===== config.mk =====
export PLATFORM = sky130hd
export DESIGN_NAME = i2c_scl_engine
export DESIGN_NICKNAME = d
export VERILOG_FILES = /design/src/rtl/i2c_pkg.sv /design/src/rtl/i2c_phase_timer.sv /design/src/rtl/i2c_scl_engine.sv
export SDC_FILE = /design/constraint.sdc
export NUM_CORES = 1
export LEC_CHECK = 0
export CORE_UTILIZATION = 30
export CTS_BUF_LIST = sky130_fd_sc_hd__clkbuf_8
export DETAILED_ROUTE_END_ITERATION = 16
export PLACE_DENSITY_LB_ADDON = 0.25
export RECOVER_POWER = 50
export SYNTH_ARGS = -nofsm -noshare
export SYNTH_HDL_FRONTEND = slang
export SYNTH_SLANG_ARGS = --single-unit

===== constraint.sdc =====
create_clock -name clk -period 2.73 [get_ports clk]
set_input_delay 0.273 -clock clk [delete_from_list [all_inputs] [get_ports clk]]
set_output_delay 0.273 -clock clk [all_outputs]
set_load 0.02 [all_outputs]

===== src/rtl/i2c_pkg.sv =====
// Shared command codes, engine states and SCL-level decode helpers for the I2C SCL engine.
package i2c_pkg;

  typedef enum logic [1:0] {
    CMD_START  = 2'b00,
    CMD_XFER   = 2'b01,
    CMD_STOP   = 2'b10,
    CMD_RSTART = 2'b11
  } cmd_t;

  typedef enum logic [3:0] {
    ST_IDLE,
    ST_S_WAIT,
    ST_S_HOLD,
    ST_PARK,
    ST_X_LOW,
    ST_X_HIGH,
    ST_P_LOW,
    ST_P_HIGH,
    ST_R_LOW,
    ST_R_HIGH
  } state_t;

  // States in which the engine pulls SCL low.
  function automatic logic scl_held_low(input state_t s);
    return (s == ST_S_HOLD) || (s == ST_PARK) || (s == ST_X_LOW) ||
           (s == ST_P_LOW)  || (s == ST_R_LOW);
  endfunction

  // Released-SCL phases, where a slave may stretch the clock.
  function automatic logic scl_released(input state_t s);
    return (s == ST_S_WAIT) || (s == ST_X_HIGH) || (s == ST_P_HIGH) || (s == ST_R_HIGH);
  endfunction

  // States that run the phase timer (everything except the two resting states).
  function automatic logic phase_timed(input state_t s);
    return (s != ST_IDLE) && (s != ST_PARK);
  endfunction

endpackage


===== src/rtl/i2c_phase_timer.sv =====
// Half-period phase counter with hold-on-stretch, plus the stretch counter and its timeout compare.
module i2c_phase_timer #(
  parameter int unsigned HALF_PERIOD     = 480,
  parameter int unsigned STRETCH_TIMEOUT = 65535,
  parameter int unsigned CNT_W           = 16
) (
  input  logic clk,
  input  logic rst,
  input  logic restart,
  input  logic en,
  input  logic stretchable,
  input  logic clr,
  input  logic scl_in,
  output logic phase_end,
  output logic mid_point,
  output logic stretch_abort
);

  localparam logic [CNT_W-1:0] PHASE_LAST   = CNT_W'(HALF_PERIOD - 1);
  localparam logic [CNT_W-1:0] MID_PRE      = CNT_W'(HALF_PERIOD / 2 - 1);
  localparam logic [CNT_W-1:0] STRETCH_LAST = CNT_W'(STRETCH_TIMEOUT - 1);

  logic [CNT_W-1:0] cnt;
  logic [CNT_W-1:0] stretch_cnt;
  logic             advance;
  logic             stretching;

  // A released phase only advances while the line is actually high.
  assign advance       = en && !clr && (!stretchable || scl_in);
  assign stretching    = en && stretchable && !scl_in;
  assign phase_end     = advance && (cnt == PHASE_LAST);
  // Fires as the counter steps onto the mid-point, so the registered strobe lands on it.
  assign mid_point     = advance && (cnt == MID_PRE);
  assign stretch_abort = stretching && (stretch_cnt == STRETCH_LAST);

  always_ff @(posedge clk or posedge rst) begin
    if (rst) begin
      cnt         <= '0;
      stretch_cnt <= '0;
    end else if (restart) begin
      cnt         <= '0;
      stretch_cnt <= '0;
    end else begin
      if (clr) begin
        cnt <= '0;
      end else if (advance) begin
        cnt <= phase_end ? '0 : cnt + CNT_W'(1);
      end
      if (stretching) begin
        stretch_cnt <= stretch_cnt + CNT_W'(1);
      end
    end
  end

endmodule


===== src/rtl/i2c_scl_engine.sv =====
// Command-driven I2C SCL generator: START/XFER/STOP/RSTART sequencing, stretch handling
// and SDA drive/sample strobes for the downstream shifter.
module i2c_scl_engine
  import i2c_pkg::*;
#(
  parameter int unsigned HALF_PERIOD     = 480,
  parameter int unsigned BITS_PER_XFER   = 9,
  parameter int unsigned STRETCH_TIMEOUT = 65535,
  parameter int unsigned CNT_W           = 16
) (
  input  logic                                 clk,
  input  logic                                 rst,
  input  logic                                 cmd_valid,
  input  logic [1:0]                           cmd,
  output logic                                 cmd_ready,
  input  logic                                 sda_in,
  input  logic                                 scl_in,
  output logic                                 scl_oe,
  output logic                                 drive_strobe,
  output logic                                 sample_strobe,
  output logic [$clog2(BITS_PER_XFER+1)-1:0]   bit_index,
  output logic                                 done,
  output logic                                 busy,
  output logic                                 err,
  output logic                                 timeout
);

  localparam int unsigned       BIT_W    = $clog2(BITS_PER_XFER + 1);
  localparam logic [BIT_W-1:0]  LAST_BIT = BIT_W'(BITS_PER_XFER - 1);

  state_t           state_q;
  state_t           state_d;
  cmd_t             cmd_code;
  logic             accept;
  logic [BIT_W-1:0] bit_d;
  logic             done_d;
  logic             err_d;
  logic             timeout_d;
  logic             drive_d;
  logic             sample_d;
  logic             phase_end;
  logic             mid_point;
  logic             stretch_abort;
  logic             restart;
  logic             timer_en;
  logic             timer_stretchable;
  logic             timer_clr;

  assign cmd_code = cmd_t'(cmd);
  assign accept   = cmd_valid && cmd_ready;

  // START waits for SDA to be low for a full half-period; any high SDA restarts the wait.
  assign timer_en          = phase_timed(state_q);
  assign timer_stretchable = scl_released(state_q);
  assign timer_clr         = (state_q == ST_S_WAIT) && sda_in;
  assign restart           = (state_d != state_q);

  i2c_phase_timer #(
    .HALF_PERIOD     (HALF_PERIOD),
    .STRETCH_TIMEOUT (STRETCH_TIMEOUT),
    .CNT_W           (CNT_W)
  ) u_timer (
    .clk           (clk),
    .rst           (rst),
    .restart       (restart),
    .en            (timer_en),
    .stretchable   (timer_stretchable),
    .clr           (timer_clr),
    .scl_in        (scl_in),
    .phase_end     (phase_end),
    .mid_point     (mid_point),
    .stretch_abort (stretch_abort)
  );

  always_ff @(posedge clk or posedge rst) begin
    if (rst) begin
      state_q <= ST_IDLE;
    end else begin
      state_q <= state_d;
    end
  end

  // Next state plus the next value of every registered output.
  always_comb begin
    state_d   = state_q;
    bit_d     = bit_index;
    done_d    = 1'b0;
    err_d     = 1'b0;
    timeout_d = 1'b0;
    drive_d   = 1'b0;
    sample_d  = 1'b0;

    if (stretch_abort) begin
      state_d   = ST_IDLE;
      timeout_d = 1'b1;
      bit_d     = '0;
    end else begin
      case (state_q)
        ST_IDLE: begin
          if (accept) begin
            if (cmd_code == CMD_START) begin
              state_d = ST_S_WAIT;
            end else begin
              err_d = 1'b1;
            end
          end
        end
        ST_PARK: begin
          if (accept) begin
            case (cmd_code)
              CMD_XFER: begin
                state_d = ST_X_LOW;
                drive_d = 1'b1;
              end
              CMD_STOP: begin
                state_d = ST_P_LOW;
                drive_d = 1'b1;
              end
              CMD_RSTART: begin
                state_d = ST_R_LOW;
                drive_d = 1'b1;
              end
              default: err_d = 1'b1;
            endcase
          end
        end
        ST_S_WAIT: if (phase_end) state_d = ST_S_HOLD;
        ST_S_HOLD: begin
          if (phase_end) begin
            state_d = ST_PARK;
            done_d  = 1'b1;
          end
        end
        ST_X_LOW:  if (phase_end) state_d = ST_X_HIGH;
        ST_X_HIGH: begin
          sample_d = mid_point;
          if (phase_end) begin
            if (bit_index == LAST_BIT) begin
              bit_d   = '0;
              state_d = ST_PARK;
              done_d  = 1'b1;
            end else begin
              bit_d   = bit_index + BIT_W'(1);
              state_d = ST_X_LOW;
              drive_d = 1'b1;
            end
          end
        end
        ST_P_LOW:  if (phase_end) state_d = ST_P_HIGH;
        ST_P_HIGH: begin
          if (phase_end) begin
            state_d = ST_IDLE;
            done_d  = 1'b1;
          end
        end
        ST_R_LOW:  if (phase_end) state_d = ST_R_HIGH;
        ST_R_HIGH: if (phase_end) state_d = ST_S_WAIT;
        default:   state_d = ST_IDLE;
      endcase
    end
  end

  // Level outputs are decoded from the next state so they line up with the state register.
  always_ff @(posedge clk or posedge rst) begin
    if (rst) begin
      scl_oe        <= 1'b0;
      cmd_ready     <= 1'b1;
      busy          <= 1'b0;
      bit_index     <= '0;
      done          <= 1'b0;
      err           <= 1'b0;
      timeout       <= 1'b0;
      drive_strobe  <= 1'b0;
      sample_strobe <= 1'b0;
    end else begin
      scl_oe        <= scl_held_low(state_d);
      cmd_ready     <= !phase_timed(state_d);
      busy          <= phase_timed(state_d);
      bit_index     <= bit_d;
      done          <= done_d;
      err           <= err_d;
      timeout       <= timeout_d;
      drive_strobe  <= drive_d;
      sample_strobe <= sample_d;
    end
  end

endmodule


==> results of run 1 <==
[final cells by class]
cell class	count	area (um2)	share of cell area
Clock buffer	6	82.6	0.0242
Clock inverter	2	38.8	0.0114
Inverter	11	41.3	0.0121
Multi-Input combinational cell	258	1590	0.466
Sequential cell	48	1200	0.352
Tap cell	129	161	0.0472
Timing Repair Buffer	33	298	0.0871
[state kept, by name (all words and copies together), names as in the netlist]
register and cells:
busy 1, cmd_ready 1, sample_strobe 1, err 1, done 1, scl_oe 1
u_timer.stretch_cnt 16, state_q 4, bit_index 4, u_timer.cnt 16, timeout 1, drive_strobe 1
[cell usage after synthesis (all sizes together), types with 2 or more instances]
| library cell | instances | share of area |
|---|---|---|
| inv | 11 | 0.014 |
| a31oi | 3 | 0.0065 |
| and2 | 3 | 0.0065 |
| ha | 8 | 0.035 |
| o31ai | 2 | 0.0070 |
| nor3 | 12 | 0.023 |
| nand2b | 5 | 0.011 |
| a22oi | 3 | 0.0078 |
| nand3 | 16 | 0.032 |
| or3 | 7 | 0.015 |
| xor2 | 12 | 0.036 |
| o211ai | 2 | 0.0052 |
| buf | 4 | 0.0065 |
| a211oi | 5 | 0.017 |
| a311oi | 3 | 0.0091 |
| a32oi | 2 | 0.0087 |
| nand3b | 4 | 0.010 |
| o2111ai | 3 | 0.0091 |
| or2 | 6 | 0.013 |
| and3b | 2 | 0.0061 |
| nor4 | 5 | 0.011 |
| dfrtp | 47 | 0.41 |
| nand4b | 2 | 0.0061 |
| or4 | 2 | 0.0052 |
| xnor2 | 6 | 0.018 |
| and3 | 6 | 0.013 |
| nand2 | 24 | 0.032 |
| a21o | 2 | 0.0052 |
| nor3b | 3 | 0.0078 |
| a21oi | 18 | 0.031 |
| clkbuf | 10 | 0.013 |
| nor2 | 49 | 0.064 |
| nor2b | 4 | 0.0087 |
| o21ai | 19 | 0.033 |
| nand4 | 9 | 0.020 |
[power by group through the flow]
stage	Sequential (mW)	Clock, mW	Combinational (mW)
floorplan	0.783	0	0.155
global placement	0.785	0	0.243
detailed placement	0.785	0	0.246
CTS	0.772	0.572	0.247
global route	0.778	0.593	0.273
finish	0.772	0.553	0.239
[cell families after synthesis]
logic type               share of synthesized area
AND/OR/NAND/NOR                              0.295
XOR/XNOR                                    0.0547
multiplexers                               0.00348
buffers and inverters                       0.0339
flip-flops                                   0.417
AO/OA/AOI/OAI                                0.161
adder cells (fa/ha/maj)                     0.0348
[worst min-delay path by stage]
| stage | from | end | slack (ns) | depth (start not counted) |
|---|---|---|---|---|
| 2_1_floorplan | cmd_valid | err$_DFF_PP0_ | 0.40 | 2 |
| 3_3_place_gp | u_timer.cnt[15]$_DFFE_PP0P_ | u_timer.cnt[15]$_DFFE_PP0P_ | 0.47 | 1 |
| 3_5_place_dp | u_timer.cnt[15]$_DFFE_PP0P_ | u_timer.cnt[15]$_DFFE_PP0P_ | 0.47 | 1 |
| 4_1_cts | rst | u_timer.stretch_cnt[0]$_DFFE_PP0P_ | 0.24 | 2 |
| 5_1_grt | rst | u_timer.stretch_cnt[7]$_DFFE_PP0P_ | 0.51 | 2 |
| 6_report | rst | u_timer.cnt[13]$_DFFE_PP0P_ | 0.45 | 2 |
[metal layers]
metal | vias up | wire length, um | global-route usage
met3 | 4 | 230 | 0.0216
li1 | 1239 | - | -
met1 | 1205 | 3310 | 0.199
met4 | 0 | 40 | 0.0446
met2 | 41 | 3100 | 0.245
met5 | - | 0 | 0
[metrics by stage]
step | hold slack (ns) | worst slack, ns | instances
2_1_floorplan | 0.401 | 0.298 | 331
3_3_place_gp | 0.465 | 0.0658 | 478
3_5_place_dp | 0.473 | 0.0399 | 478
4_1_cts | 0.235 | 0.114 | 486
5_1_grt | 0.509 | -0.00111 | 487
6_report | 0.447 | 0.128 | 487
[repair_timing]
action | in CTS | in global routing
setup endpoints to repair | 0 | 7
setup buffers | 0 | 1
gates resized for setup | 0 | 3
[cell usage in the layout, fill, tap and decap left out, types with 7 or more instances in the layout]
master,synthesis,layout
nand3_1,15,15
clkdlybuf4s50_1,0,12
ha_1,8,8
inv_1,11,11
xor2_1,12,12
nand2_1,23,23
nor3_1,11,10
nand4_1,9,9
o21ai_0,18,18
or3_1,7,7
buf_4,0,12
a21oi_1,18,18
dfrtp_1,47,47
nor2_1,49,49
==> impl_results.md, run 1 <==
- Unrepaired setup endpoints after global routing: yes
- Initial drt markers: 116
- Critical path fanouts, max: 6
- Max Cap Viol: 0
- Syn nets: 346
- Vias per inst: 5.11
- Buf/Inv on CP: 0
- Final Slew Violations: 0
- Crit Path Category: reg2reg
- Via Count: 2,489
- Final core utilization: 0.368
- CP Capture Type: register
- Layout cell share with drive strength beyond 1: 0.103
- P&R area growth vs syn: 18.6%
- Total Power: 1.56 mW
- Fill cells: 971
- RR Endpoint: scl_oe$_DFF_PP0_
- Clock Sinks: 48
- Cells after Synth: 331
- Clock power share: 0.354
- Routability cong.: 0.833
- CTS Hold Buffers Added: 0
- Sw Share: 0.273
- Startpoint Class: register
- Critical Path Stages: 7
- Setup TNS: 0 ns
- Register share of total power: 0.493
- Core area: 0.00928 mm2
- Die span in y: 100 um
- Antenna violations before repair: 0
- Syn_area_per_cell: 8.70 um2
- H-tree depth: 2
- Synthesized area: 0.00288 mm2
- Synth Flop Type: dfrtp_1
- Total die area: 0.0100 mm2
- First drt pass iteration count: 5
- Final Setup Violations: 0
- Leakage: 1.43 nW
- Worst-case clock buffer depth: 2
- Count of cell types in the netlist: 56
- GR Overflow Total: 0
- Ys async rst share: 1.00
- Antenna Cells: 0
- Worst R2R Path Depth: 7
- Power Internal: 1.14 mW
- Clock Skews: 0.00448 ns
- Drt drc: 0
- First-pass GRT wire length: 11,900 um
- Routed WL per cell: 13.7 um
- Gr usage total: 0.148
- CTS Buf Count: 5
- Worst path cell trace: or4_1, or3_1, and4b_2, nand2_2, a32oi_2, o2111ai_1, o211ai_1
- Initial Util: 0.310
- Root buffer cell: clkbuf_8
- Hold Path Class: in2async
- FF-to-FF setup slack: 0.13 ns
- Net switching power: 0.427 mW
- Reg2Reg Launch Point: u_timer.cnt[10]$_DFFE_PP0P_
- Worst-case vdd ir drop: 173 uV
- HPWL Detailed: 4740 um
- Period utilisation layout: 0.953
- Gate power share: 0.153
- Placed inst area: 0.00328 mm2
- Status: completed
- Yosys reg bits: 48
- Worst slew margin: 0.244
- EDFF count, synth: 0
- Final wirelength: 6680 um
- Slowest cell delay on critical path: 0.53 ns
- Clk_lat worst skew: 0.30 ns
- Nets: 372
- Largest net degree at the start of global routing: 33
- CP max stage cell: or4_1
- Tmin final: 2.60 ns
- I/O Buffers: 18
- Power Density: 458 mW/mm2
- Die W: 100 um
- Crit path DAT: 2.82 ns
- Critical path destination: scl_oe$_DFF_PP0_
- Final instance area: 0.00342 mm2
- Slew @ Worst Pin: 1.13 ns
- Final hold violation count: 0
- Worst Path Required: 2.95 ns
- YS warnings: 0
- Max Clk Rate: 384 MHz
- TritonCTS clock tree: yes
- Cell Rows: 35
- Vias in the first global route: 2,449
- Antenna-violating nets left: 0
- CP top delay family: simple AND/OR/NAND/NOR gates
- Clock Pin Slew Worst Setup and Hold Paths: 0.09 ns
- Worst Setup SP: u_timer.cnt[10]$_DFFE_PP0P_
- I/O pins: 19
- Post-synthesis sequential area ratio: 0.417
Power figures use the tool's default switching activity.
==> run 2, diff against run 1 <==
--- a/config.mk
+++ b/config.mk
@@ -8,6 +8,7 @@
 export CORE_UTILIZATION = 30
 export CTS_BUF_LIST = sky130_fd_sc_hd__clkbuf_8
 export DETAILED_ROUTE_END_ITERATION = 16
+export GPL_TIMING_DRIVEN = 0
 export PLACE_DENSITY_LB_ADDON = 0.25
 export RECOVER_POWER = 50
 export SYNTH_ARGS = -nofsm -noshare
==> impl_results.md, run 2 (synthesis gave the netlist of run 1 again) <==
- Register share of total power: 0.491 (was 0.493)
- Max Clk Rate: 385 MHz (was 384 MHz)
- Final wirelength: 6840 um (was 6680 um)
- Status: completed (unchanged)
- Final hold violation count: 0 (unchanged)
- Commonest non-fill, non-tap cell in the layout: nor2_1 (unchanged)
- Antenna Cells: 0 (unchanged)
- Worst-case clock buffer depth: 2 (unchanged)
- Clock Skews: 0.00882 ns (was 0.00448 ns)
- TritonCTS clock tree: yes (unchanged)
- Net switching power: 0.428 mW (was 0.427 mW)
- Cell Rows: 35 (unchanged)
- Final Slew Violations: 0 (unchanged)
- Crit path DAT: 2.84 ns (was 2.82 ns)
- Die W: 100 um (unchanged)
- Initial Util: 0.310 (unchanged)
- Clock power share: 0.348 (was 0.354)
- Vias in the first global route: 2,411 (was 2,449)
- Worst Path Required: 2.97 ns (was 2.95 ns)
- Root buffer cell: clkbuf_8 (unchanged)
- Min Hold Slack: 0.437 ns (was 0.447 ns)
- GR Overflow Total: 0 (unchanged)
- Antenna-violating nets left: 0 (unchanged)
- Gate power share: 0.161 (was 0.153)
- Startpoint Class: register (unchanged)
- Slew @ Worst Pin: 0.838 ns (was 1.13 ns)
- Cell Count, Final, Fillers Out: 493 (was 487)
- Clock Sinks: 48 (unchanged)
- Die span in y: 100 um (unchanged)
- Vias per inst: 5.11 (about the same)
- Inst Count DP: 479 (was 478)
- Final Setup Violations: 0 (unchanged)
- Leakage: 1.44 nW (was 1.43 nW)
- Fill cells: 972 (was 971)
- Critical path fanouts, max: 8 (was 6)
- First-pass GRT wire length: 12,100 um (was 11,900 um)
- I/O pins: 19 (unchanged)
- P&R area growth vs syn: 19.6% (was 18.6%)
- Power Density: 455 mW/mm2 (was 458 mW/mm2)
- Worst-case vdd ir drop: 274 uV (was 173 uV)
- Final core utilization: 0.371 (was 0.368)
- Power Internal: 1.14 mW (about the same)
- Routed WL per cell: 13.9 um (was 13.7 um)
- Worst slew margin: 0.442 (was 0.244)
- Nets: 378 (was 372)
- Period utilisation layout: 0.952 (was 0.953)
- Routability cong.: 0.861 (was 0.833)
- Via Count: 2,520 (was 2,489)
- Layout cell share with drive strength beyond 1: 0.102 (was 0.103)
- I/O Buffers: 18 (unchanged)
- Total die area: 0.0100 mm2 (unchanged)
- CTS Buf Count: 5 (unchanged)
- DP Worst Slack: -0.219 ns (was 0.0399 ns)
- Setup TNS: 0 ns (unchanged)
- Antenna violations before repair: 0 (unchanged)
- Tmin final: 2.60 ns (about the same)
- Top flop regs: u_timer.cnt (16), u_timer.stretch_cnt (16) (unchanged)
- Hold Path Class: in2async (unchanged)
- Gr usage total: 0.150 (was 0.148)
- Initial drt markers: 140 (was 116)
- Clk_lat worst skew: 0.31 ns (was 0.30 ns)
- Max Cap Viol: 0 (unchanged)
- First drt pass iteration count: 4 (was 5)
- H-tree depth: 2 (unchanged)
- Reg2Reg Launch Point: u_timer.cnt[10]$_DFFE_PP0P_ (unchanged)
- Largest net degree at the start of global routing: 36 (was 33)
- Crit Path Category: reg2reg (unchanged)
- Clock Pin Slew Worst Setup and Hold Paths: 0.09 ns (about the same)
- CP Capture Type: register (unchanged)
- Worst Setup SP: u_timer.cnt[10]$_DFFE_PP0P_ (unchanged)
- HPWL Detailed: 4860 um (was 4740 um)
- Core area: 0.00928 mm2 (unchanged)
- Setup ws final: 0.131 ns (was 0.128 ns)
- Commonest non-fill, non-tap cells in the layout: nor2_1, dfrtp_1, nand2_1, o21ai_0, a21oi_1 (unchanged)
- Drt drc: 0 (unchanged)
- Sw Share: 0.273 (about the same)
- Unrepaired setup endpoints after global routing: no (was yes)
run 2: cell types whose count changed in the layout (fill, tap and decap cells not counted), moves of 2 or more:
cell / change
buf_4: -5
clkbuf_1: +6
clkbuf_2: +2
buf_6: +3
run 2: area by class of cell:
class | instances | area, um2 | area share
inverter | 11 | 41.3 | 0.0120
clock inverter | 2 | 38.8 | 0.0113
multi-input combinational | 258 | 1610 | 0.467
timing repair buffer | 26 | 238 | 0.0690
tap | 129 | 161 | 0.0468
sequential | 48 | 1200 | 0.349
buffer | 13 | 72.6 | 0.0211
clock buffer | 6 | 82.6 | 0.0240
run 2: final timing paths:
path,to,slack (ns),cells after the start
worst max-delay path,bit_index[2]$_DFFE_PP0P_,0.13,7
max in group asynchronous,u_timer.stretch_cnt[0]$_DFFE_PP0P_,1.09,3
worst min-delay path,u_timer.cnt[1]$_DFFE_PP0P_,0.44,2
worst min register to register,u_timer.cnt[15]$_DFFE_PP0P_,0.50,1
worst max register to register,bit_index[2]$_DFFE_PP0P_,0.13,7
min in group clk,u_timer.cnt[15]$_DFFE_PP0P_,0.50,1
run 2: what timing repair did:
action                                  in CTS  in global routing
gates resized for setup                      4                  9
pin swaps                                    1                  3
endpoints found under the setup margin      29                 33
hold buffers                                 0                  0
buffers inserted                             0                  7
run 2: power by group through the flow:
stage	combinational, mW	clock [mW]	sequential, mW
floorplan	0.155	0	0.783
global placement	0.231	0	0.781
detailed placement	0.236	0	0.783
CTS	0.242	0.565	0.769
global route	0.284	0.597	0.774
finish	0.252	0.546	0.769
run 2: critical path, stage by stage (launching register included):
cell	delay [ns]
dfrtp_1	0.42
or4_1	0.54
or3_4	0.39
and4b_4	0.38
buf_4	0.13
nand3_4	0.11
or4_1	0.42
a21oi_1	0.15
run 2: per-stage QoR:
stage	power [mW]	area, um2
3_5_place_dp	1.02	3240
5_1_grt	1.66	3450
2_1_floorplan	0.939	2880
3_3_place_gp	1.01	3220
6_report	1.57	3450
4_1_cts	1.58	3380
run 2: per-layer routing:
| layer | GRT usage | part of all wire | routed length, um | vias up |
|---|---|---|---|---|
| li1 | - | - | - | 1256 |
| met1 | 0.211 | 0.50 | 3440 | 1202 |
| met2 | 0.234 | 0.45 | 3070 | 54 |
| met3 | 0.0299 | 0.034 | 236 | 8 |
| met4 | 0.0457 | 0.015 | 101 | 0 |
| met5 | 0 | 0 | 0 | - |
